## config.mk

```make
export PLATFORM = sky130hd
export DESIGN_NAME = gemm_ex_ctl
export DESIGN_NICKNAME = d
export VERILOG_FILES = /design/src/rtl/gemm_ctl_pkg.sv /design/src/rtl/gemm_ex_ctl_loop_ctr.sv /design/src/rtl/gemm_ex_ctl.sv
export SDC_FILE = /design/constraint.sdc
export NUM_CORES = 1
export LEC_CHECK = 0
export CELL_PAD_IN_SITES_DETAIL_PLACEMENT = 1
export CELL_PAD_IN_SITES_GLOBAL_PLACEMENT = 1
export CORE_UTILIZATION = 42
export CTS_BUF_LIST = sky130_fd_sc_hd__clkbuf_4
export CTS_CLUSTER_DIAMETER = 100
export DETAILED_ROUTE_END_ITERATION = 12
export PLACE_DENSITY = 0.84
export SYNTH_ARGS = -nofsm -noshare
export SYNTH_HDL_FRONTEND = slang
export SYNTH_SLANG_ARGS = --single-unit
```

## constraint.sdc

```tcl
create_clock -name clk -period 2.1 [get_ports clk]
set_input_delay 0.315 -clock clk [delete_from_list [all_inputs] [get_ports clk]]
set_output_delay 0.315 -clock clk [all_outputs]
set_load 0.01 [all_outputs]
```

## src/rtl/gemm_ctl_pkg.sv

```systemverilog
// Shared types and default sizing for the GEMM execution sequencer.
package gemm_ctl_pkg;

    typedef enum logic [2:0] {
        IDLE,
        KINIT,
        EXEC,
        KWAIT,
        DRAIN
    } ctl_st_e;

    localparam int unsigned DEF_DC_W    = 3;
    localparam int unsigned DEF_IC_W    = 4;
    localparam int unsigned DEF_IA_W    = 7;
    localparam int unsigned DEF_FIN_DLY = 4;
    localparam int unsigned PERF_W      = 32;

endpackage

```

## src/rtl/gemm_ex_ctl_loop_ctr.sv

```systemverilog
// Wrapping loop counter: counts 0..fin while enabled; next pulses on the wrap step.
module loop_ctr #(
    parameter int unsigned W = 4
) (
    input  logic         clk,
    input  logic         rst,
    input  logic         start,
    input  logic         en,
    input  logic [W-1:0] fin,
    output logic [W-1:0] cnt,
    output logic         last,
    output logic         next
);

    always_comb begin
        last = (cnt == fin);
        next = en && last;
    end

    always_ff @(posedge clk or negedge rst) begin
        if (!rst) begin
            cnt <= '0;
        end else if (start) begin
            cnt <= '0;
        end else if (en) begin
            cnt <= last ? '0 : cnt + W'(1);
        end
    end

endmodule

```

## src/rtl/gemm_ex_ctl.sv

```systemverilog
// GEMM execution sequencer: dc-outer / ic-inner loop driving the MAC array.
// Optional perf counters enabled by defining GEMM_EX_CTL_PERF_EN.
module gemm_ex_ctl
    import gemm_ctl_pkg::*;
#(
    parameter int unsigned DC_W    = DEF_DC_W,
    parameter int unsigned IC_W    = DEF_IC_W,
    parameter int unsigned IA_W    = DEF_IA_W,
    parameter int unsigned FIN_DLY = DEF_FIN_DLY
) (
    input  logic            clk,
    input  logic            rst,
    input  logic            s_init,
    input  logic [DC_W-1:0] dc_num,
    input  logic [IC_W-1:0] ic_num,
    input  logic            out_busy,
    input  logic            outr,
    output logic            busy,
    output logic            k_init,
    output logic            exec,
    output logic [IA_W-1:0] ia,
    output logic [IC_W-1:0] wa,
    output logic            k_fin,
    output logic            s_fin
`ifdef GEMM_EX_CTL_PERF_EN
    ,
    output logic [PERF_W-1:0] perf_exec,
    output logic [PERF_W-1:0] perf_stall
`endif
);

    localparam int unsigned DLY_W = $clog2(FIN_DLY + 1);

    if (IA_W < DC_W + IC_W) begin : g_bad_ia_w
        $error("gemm_ex_ctl: IA_W must be >= DC_W + IC_W");
    end
    if (FIN_DLY < 1) begin : g_bad_fin_dly
        $error("gemm_ex_ctl: FIN_DLY must be >= 1");
    end

    ctl_st_e         state, state_nx;
    logic [DC_W-1:0] dc_num_q, dc;
    logic [IC_W-1:0] ic_num_q, ic;
    logic            dc_last, dc_wrap, ic_last, ic_wrap;
    logic [IA_W-1:0] base_q;
    logic [DLY_W-1:0] dly_q;
    logic            k_fin_q;
    logic            accept, in_exec;

    assign accept  = (state == IDLE) && s_init;
    assign in_exec = (state == EXEC);

    loop_ctr #(.W(IC_W)) u_ic_ctr (
        .clk   (clk),
        .rst   (rst),
        .start (accept),
        .en    (in_exec),
        .fin   (ic_num_q),
        .cnt   (ic),
        .last  (ic_last),
        .next  (ic_wrap)
    );

    // dc steps at the end of every kernel; wrapping marks the final kernel.
    loop_ctr #(.W(DC_W)) u_dc_ctr (
        .clk   (clk),
        .rst   (rst),
        .start (accept),
        .en    (ic_wrap),
        .fin   (dc_num_q),
        .cnt   (dc),
        .last  (dc_last),
        .next  (dc_wrap)
    );

    always_ff @(posedge clk or negedge rst) begin
        if (!rst) begin
            state <= IDLE;
        end else begin
            state <= state_nx;
        end
    end

    always_comb begin
        state_nx = state;
        unique case (state)
            IDLE:    if (s_init) state_nx = KINIT;
            KINIT:   state_nx = EXEC;
            EXEC:    if (ic_last) state_nx = dc_last ? DRAIN : KWAIT;
            // The k_fin cycle lives here; out_busy low makes it the k_init cycle too.
            KWAIT:   if (!out_busy) state_nx = EXEC;
            DRAIN:   if ((dly_q == '0) && !outr) state_nx = IDLE;
            default: state_nx = IDLE;
        endcase
    end

    always_comb begin
        busy   = (state != IDLE);
        k_init = (state == KINIT) || ((state == KWAIT) && !out_busy);
        exec   = in_exec;
        k_fin  = k_fin_q;
        s_fin  = (state == DRAIN) && (dly_q == '0) && !outr;
        ia     = in_exec ? base_q + IA_W'(ic) : '0;
        wa     = in_exec ? ic : '0;
    end

    always_ff @(posedge clk or negedge rst) begin
        if (!rst) begin
            dc_num_q <= '0;
            ic_num_q <= '0;
            base_q   <= '0;
            dly_q    <= '0;
            k_fin_q  <= 1'b0;
        end else begin
            k_fin_q <= ic_wrap;
            if (accept) begin
                dc_num_q <= dc_num;
                ic_num_q <= ic_num;
                base_q   <= '0;
            end else if (ic_wrap) begin
                // Strided base replaces dc*(ic_num+1).
                base_q <= dc_last ? '0 : base_q + IA_W'(ic_num_q) + IA_W'(1);
            end
            if (dc_wrap) begin
                dly_q <= DLY_W'(FIN_DLY);
            end else if ((state == DRAIN) && (dly_q != '0)) begin
                dly_q <= dly_q - DLY_W'(1);
            end
        end
    end

`ifdef GEMM_EX_CTL_PERF_EN
    logic stall;
    assign stall = ((state == KWAIT) && out_busy) || ((state == DRAIN) && outr);

    always_ff @(posedge clk or negedge rst) begin
        if (!rst) begin
            perf_exec  <= '0;
            perf_stall <= '0;
        end else if (accept) begin
            perf_exec  <= '0;
            perf_stall <= '0;
        end else begin
            if (in_exec && !(&perf_exec)) perf_exec <= perf_exec + PERF_W'(1);
            if (stall && !(&perf_stall)) perf_stall <= perf_stall + PERF_W'(1);
        end
    end
`endif

endmodule

```

==> load_flow_metrics.sql <==
INSERT INTO impl_metrics (metric_group, metric, value, unit) VALUES
('outcome', 'run_status', 'complete, but fails checks', ''),
('outcome', 'failed_checks', 'setup timing', ''),
('setup_path', 'worstSetupStartpointType', 'register', ''),
('cts', 'tritoncts', 'done', ''),
('power_and_ir_drop', 'power.density_cell_area', '1560', 'mW/mm²'),
('synth', 'synth-xor-area-share', '6.39', '%'),
('setup_path', 'crit_path_top_delay_cell', 'sky130_fd_sc_hd__dfrtp_1', ''),
('setup_path', 'required_worst_endpoint', '1.78', 'ns'),
('global_route', 'grt_overflow_total', '0', ''),
('setup_path', 'worst_setup_path_end_kind', 'output pin', ''),
('floorplanning', 'std_cell_rows', '23', ''),
('power_and_ir_drop', 'power_leakage', '1.26', 'nW'),
('setup_path', 'reg2reg_depth', '6', ''),
('setup_path', 'cp_slowest_stage_delay', '0.41', 'ns'),
('final_layout', 'antenna-diode-count', '0', ''),
('global_route', 'number_of_global_route_vias_before_repair', '1893', ''),
('setup_path', 'path_class', 'register to output pin', ''),
('final_layout', 'postLayoutCoreUtil', '60.8', '%'),
('floorplanning', 'top_level_ports', '28', ''),
('sta', 'post-route-worst-setup-slack', '-0.273', 'ns'),
('power_and_ir_drop', 'share_seq_of_total_power', '25.8', '%'),
('floorplanning', 'placeableCoreArea', '0.00403', 'mm²'),
('route', 'detail_route.first_pass.iterations', '4', ''),
('sta', 'worst_hold_slack', '0.349', 'ns'),
('setup_path', 'startpoint', 'u_ic_ctr.cnt[0]', ''),
('power_and_ir_drop', 'p_comb_share', '68.1', '%'),
('sta', 'rsz0062_at_grt', 'true', ''),
('synth', 'synthSimpleGateAreaFrac', '24.0', '%'),
('sta', 'tightestPinTransition', '0.647', 'ns'),
('synth', 'netlist_top_cells_area', 'sky130_fd_sc_hd__dfrtp_1, sky130_fd_sc_hd__ha_1, sky130_fd_sc_hd__nand2_1, sky130_fd_sc_hd__xor2_1, sky130_fd_sc_hd__o21ai_1', ''),
('global_route', 'grt_pass1_wl', '8890', 'µm'),
('power_and_ir_drop', 'vdd.ir_drop.worst', '0.631', 'mV'),
('cts', 'clkSinkCount', '28', ''),
('placed_design', 'io_port_bufs', '27', ''),
('placed_design', 'dpl.cell_count', '298', ''),
('cts', 'worstSkewPairLatency', '0.33', 'ns'),
('sta', 'slew_headroom', '56.5', '%'),
('setup_path', 'critical_path.endpoint', 'ia[4]', ''),
('synth', 'synth_compound_gate_area_share', '15.4', '%'),
('final_layout', 'area_taken_by_multi_input_logic_gates', '0.00110', 'mm²'),
('worst_hold_path', 'hold_path_class', 'primary input to async pin', ''),
('sta', 'achievable-frequency', '421', 'MHz'),
('route', 'vias', '1695', ''),
('sta', 'setup_viol_count_final', '5', ''),
('synth', 'yosys.area_share.adder', '10.7', '%'),
('synth', 'syn_area_per_cell', '8.78', 'µm²'),
('route', 'drt_wl_total', '5470', 'µm'),
('placed_design', 'dpl_worst_slack', '-0.432', 'ns'),
('floorplanning', 'die-area', '0.00451', 'mm²'),
('placed_design', 'routabilityCongestion', '0.839', ''),
('route', 'post-route-drc-count', '0', ''),
('route', 'ant_nets', '0', ''),
('power_and_ir_drop', 'clock_power_share', '6.1', '%'),
('route', 'met2_wirelength', '2980', 'µm'),
('floorplanning', 'starting_density', '44.2', '%'),
('synth', 'synthMuxAreaShare', '0.632', '%'),
('setup_path', 'critical_path.max_fanout', '2', ''),
('synth', 'proportion_of_netlist_area_held_by_the_largest_area_contributor', '39.3', '%'),
('final_layout', 'layout.cells.most_common', 'sky130_fd_sc_hd__nand2_1', ''),
('route', 'wl_per_cell', '17.6', 'µm'),
('cts', 'cts_max_level', '1', ''),
('cts', 'clk_pin_slew', '0.16', 'ns'),
('sta', 'fin_worst_skew', '0.00348', 'ns'),
('placed_design', 'dp_hpwl', '3650', 'µm'),
('cts', 'cts_buffers', '3', ''),
('synth', 'yosysUniqueCellTypes', '40', ''),
('final_layout', 'most-common-layout-cells', 'sky130_fd_sc_hd__nand2_1, sky130_fd_sc_hd__buf_4, sky130_fd_sc_hd__dfrtp_1', ''),
('global_route', 'number_of_antenna_violations_at_the_first_check_in_global_routing', '0', ''),
('route', 'metal_1_wl', '2240', 'µm'),
('final_layout', 'register_area', '704', 'µm²'),
('synth', 'yosys_register_bits', '28', '');
cell families after synthesis:
family / count (synthesis)
muxes: 1
adders and majority gates: 14
buffers and inverters: 16
xor gates and xnor gates: 13
AOI/OAI and AO/OA: 45
and+or+nand+nor: 86
DFF: 28
repair_timing:
action                     4_1_cts  5_1_grt
resized for setup               43       19
setup buffers                    8        3
pin swaps                        7        9
setup endpoints to repair       13       21
power by group through the flow:
stage          registers, mW  clock network, mW  logic, mW
3_3_place_gp           0.960                  0       2.20
3_5_place_dp           0.985                  0       2.31
2_1_floorplan          0.928                  0       1.36
6_report               0.982              0.233       2.60
4_1_cts                0.963              0.237       2.40
5_1_grt                 1.01              0.265       2.85
per-stage QoR:
step / setup TNS [ns] / instance area, µm²
2_1_floorplan: 0 / 1780
3_3_place_gp: -0.891 / 2270
3_5_place_dp: -1.23 / 2270
4_1_cts: -0.751 / 2380
5_1_grt: -1.57 / 2450
6_report: -0.766 / 2450
Yosys cell counts:
cell	n
sky130_fd_sc_hd__and3_1	8
sky130_fd_sc_hd__mux2_1	1
sky130_fd_sc_hd__a31oi_1	3
sky130_fd_sc_hd__o31ai_1	1
sky130_fd_sc_hd__nor3_4	1
sky130_fd_sc_hd__xnor2_1	4
sky130_fd_sc_hd__nor2_2	2
sky130_fd_sc_hd__or4b_1	1
sky130_fd_sc_hd__dfrtp_1	28
sky130_fd_sc_hd__nand3_1	4
sky130_fd_sc_hd__or3_1	3
sky130_fd_sc_hd__inv_1	9
sky130_fd_sc_hd__nand2_2	1
sky130_fd_sc_hd__a21oi_1	11
sky130_fd_sc_hd__o21ai_1	12
sky130_fd_sc_hd__fa_1	2
sky130_fd_sc_hd__xor2_1	9
sky130_fd_sc_hd__or3b_1	1
sky130_fd_sc_hd__o2111ai_1	1
sky130_fd_sc_hd__nand2_1	37
sky130_fd_sc_hd__o21ai_0	6
sky130_fd_sc_hd__a22oi_1	1
sky130_fd_sc_hd__and2_1	1
sky130_fd_sc_hd__nand3b_1	2
sky130_fd_sc_hd__a211oi_1	2
sky130_fd_sc_hd__nor2b_1	2
sky130_fd_sc_hd__clkbuf_1	5
sky130_fd_sc_hd__buf_2	2
sky130_fd_sc_hd__nor3b_1	1
sky130_fd_sc_hd__nor2_1	16
sky130_fd_sc_hd__a21boi_0	1
sky130_fd_sc_hd__nor3_1	3
sky130_fd_sc_hd__a22o_1	2
sky130_fd_sc_hd__o211ai_1	1
sky130_fd_sc_hd__a21o_1	2
sky130_fd_sc_hd__nand2b_1	1
sky130_fd_sc_hd__or4_4	1
sky130_fd_sc_hd__ha_1	12
sky130_fd_sc_hd__o31ai_2	2
sky130_fd_sc_hd__nor4_2	1
worst max-delay path: cells and delay by family, from the launching register on:
kind                     cells  cell delay (ns)
adder cells (fa/ha/maj)      2             0.54
flip-flops                   1             0.41
AO/OA/AOI/OAI                2             0.31
buffers and inverters        2             0.27
XOR/XNOR                     1             0.14
AND/OR/NAND/NOR              1             0.05
final cells by class:
type / count / area share, %
flip-flops and latches: 28 / 28.8
repair buffers: 61 / 21.1
well taps: 50 / 2.55
multi-input cells: 159 / 45.1
clock inverters: 1 / 0.153
clock buffers: 3 / 0.919
inverters: 9 / 1.38
registers in the layout, summed over array words and instances (netlist names):
| signal | cells |
|---|---|
| base_q | 7 |
| dc_num_q | 3 |
| dly_q | 3 |
| ic_num_q | 4 |
| k_fin | 1 |
| state | 3 |
| u_dc_ctr.cnt | 3 |
| u_ic_ctr.cnt | 4 |
worst min path at each step:
| stage | cells past startpoint | startpoint | endpoint | slack (ns) |
|---|---|---|---|---|
| finish | 2 | rst | dly_q[2] | 0.35 |
| floorplan | 0 | rst | base_q[0] | 0.02 |
| global route | 2 | rst | dly_q[2] | 0.36 |
| detailed placement | 1 | u_dc_ctr.cnt[2] | u_dc_ctr.cnt[2] | 0.49 |
| CTS | 2 | rst | ic_num_q[2] | 0.37 |
| global placement | 1 | u_dc_ctr.cnt[2] | u_dc_ctr.cnt[2] | 0.48 |
metal layers:
| metal | GRT usage (%) | up-vias |
|---|---|---|
| met5 | 0 | - |
| met4 | 8.51 | 0 |
| met3 | 3.21 | 12 |
| met2 | 53.1 | 36 |
| met1 | 28.7 | 837 |
| li1 | - | 810 |
Power figures use the tool's default switching activity.
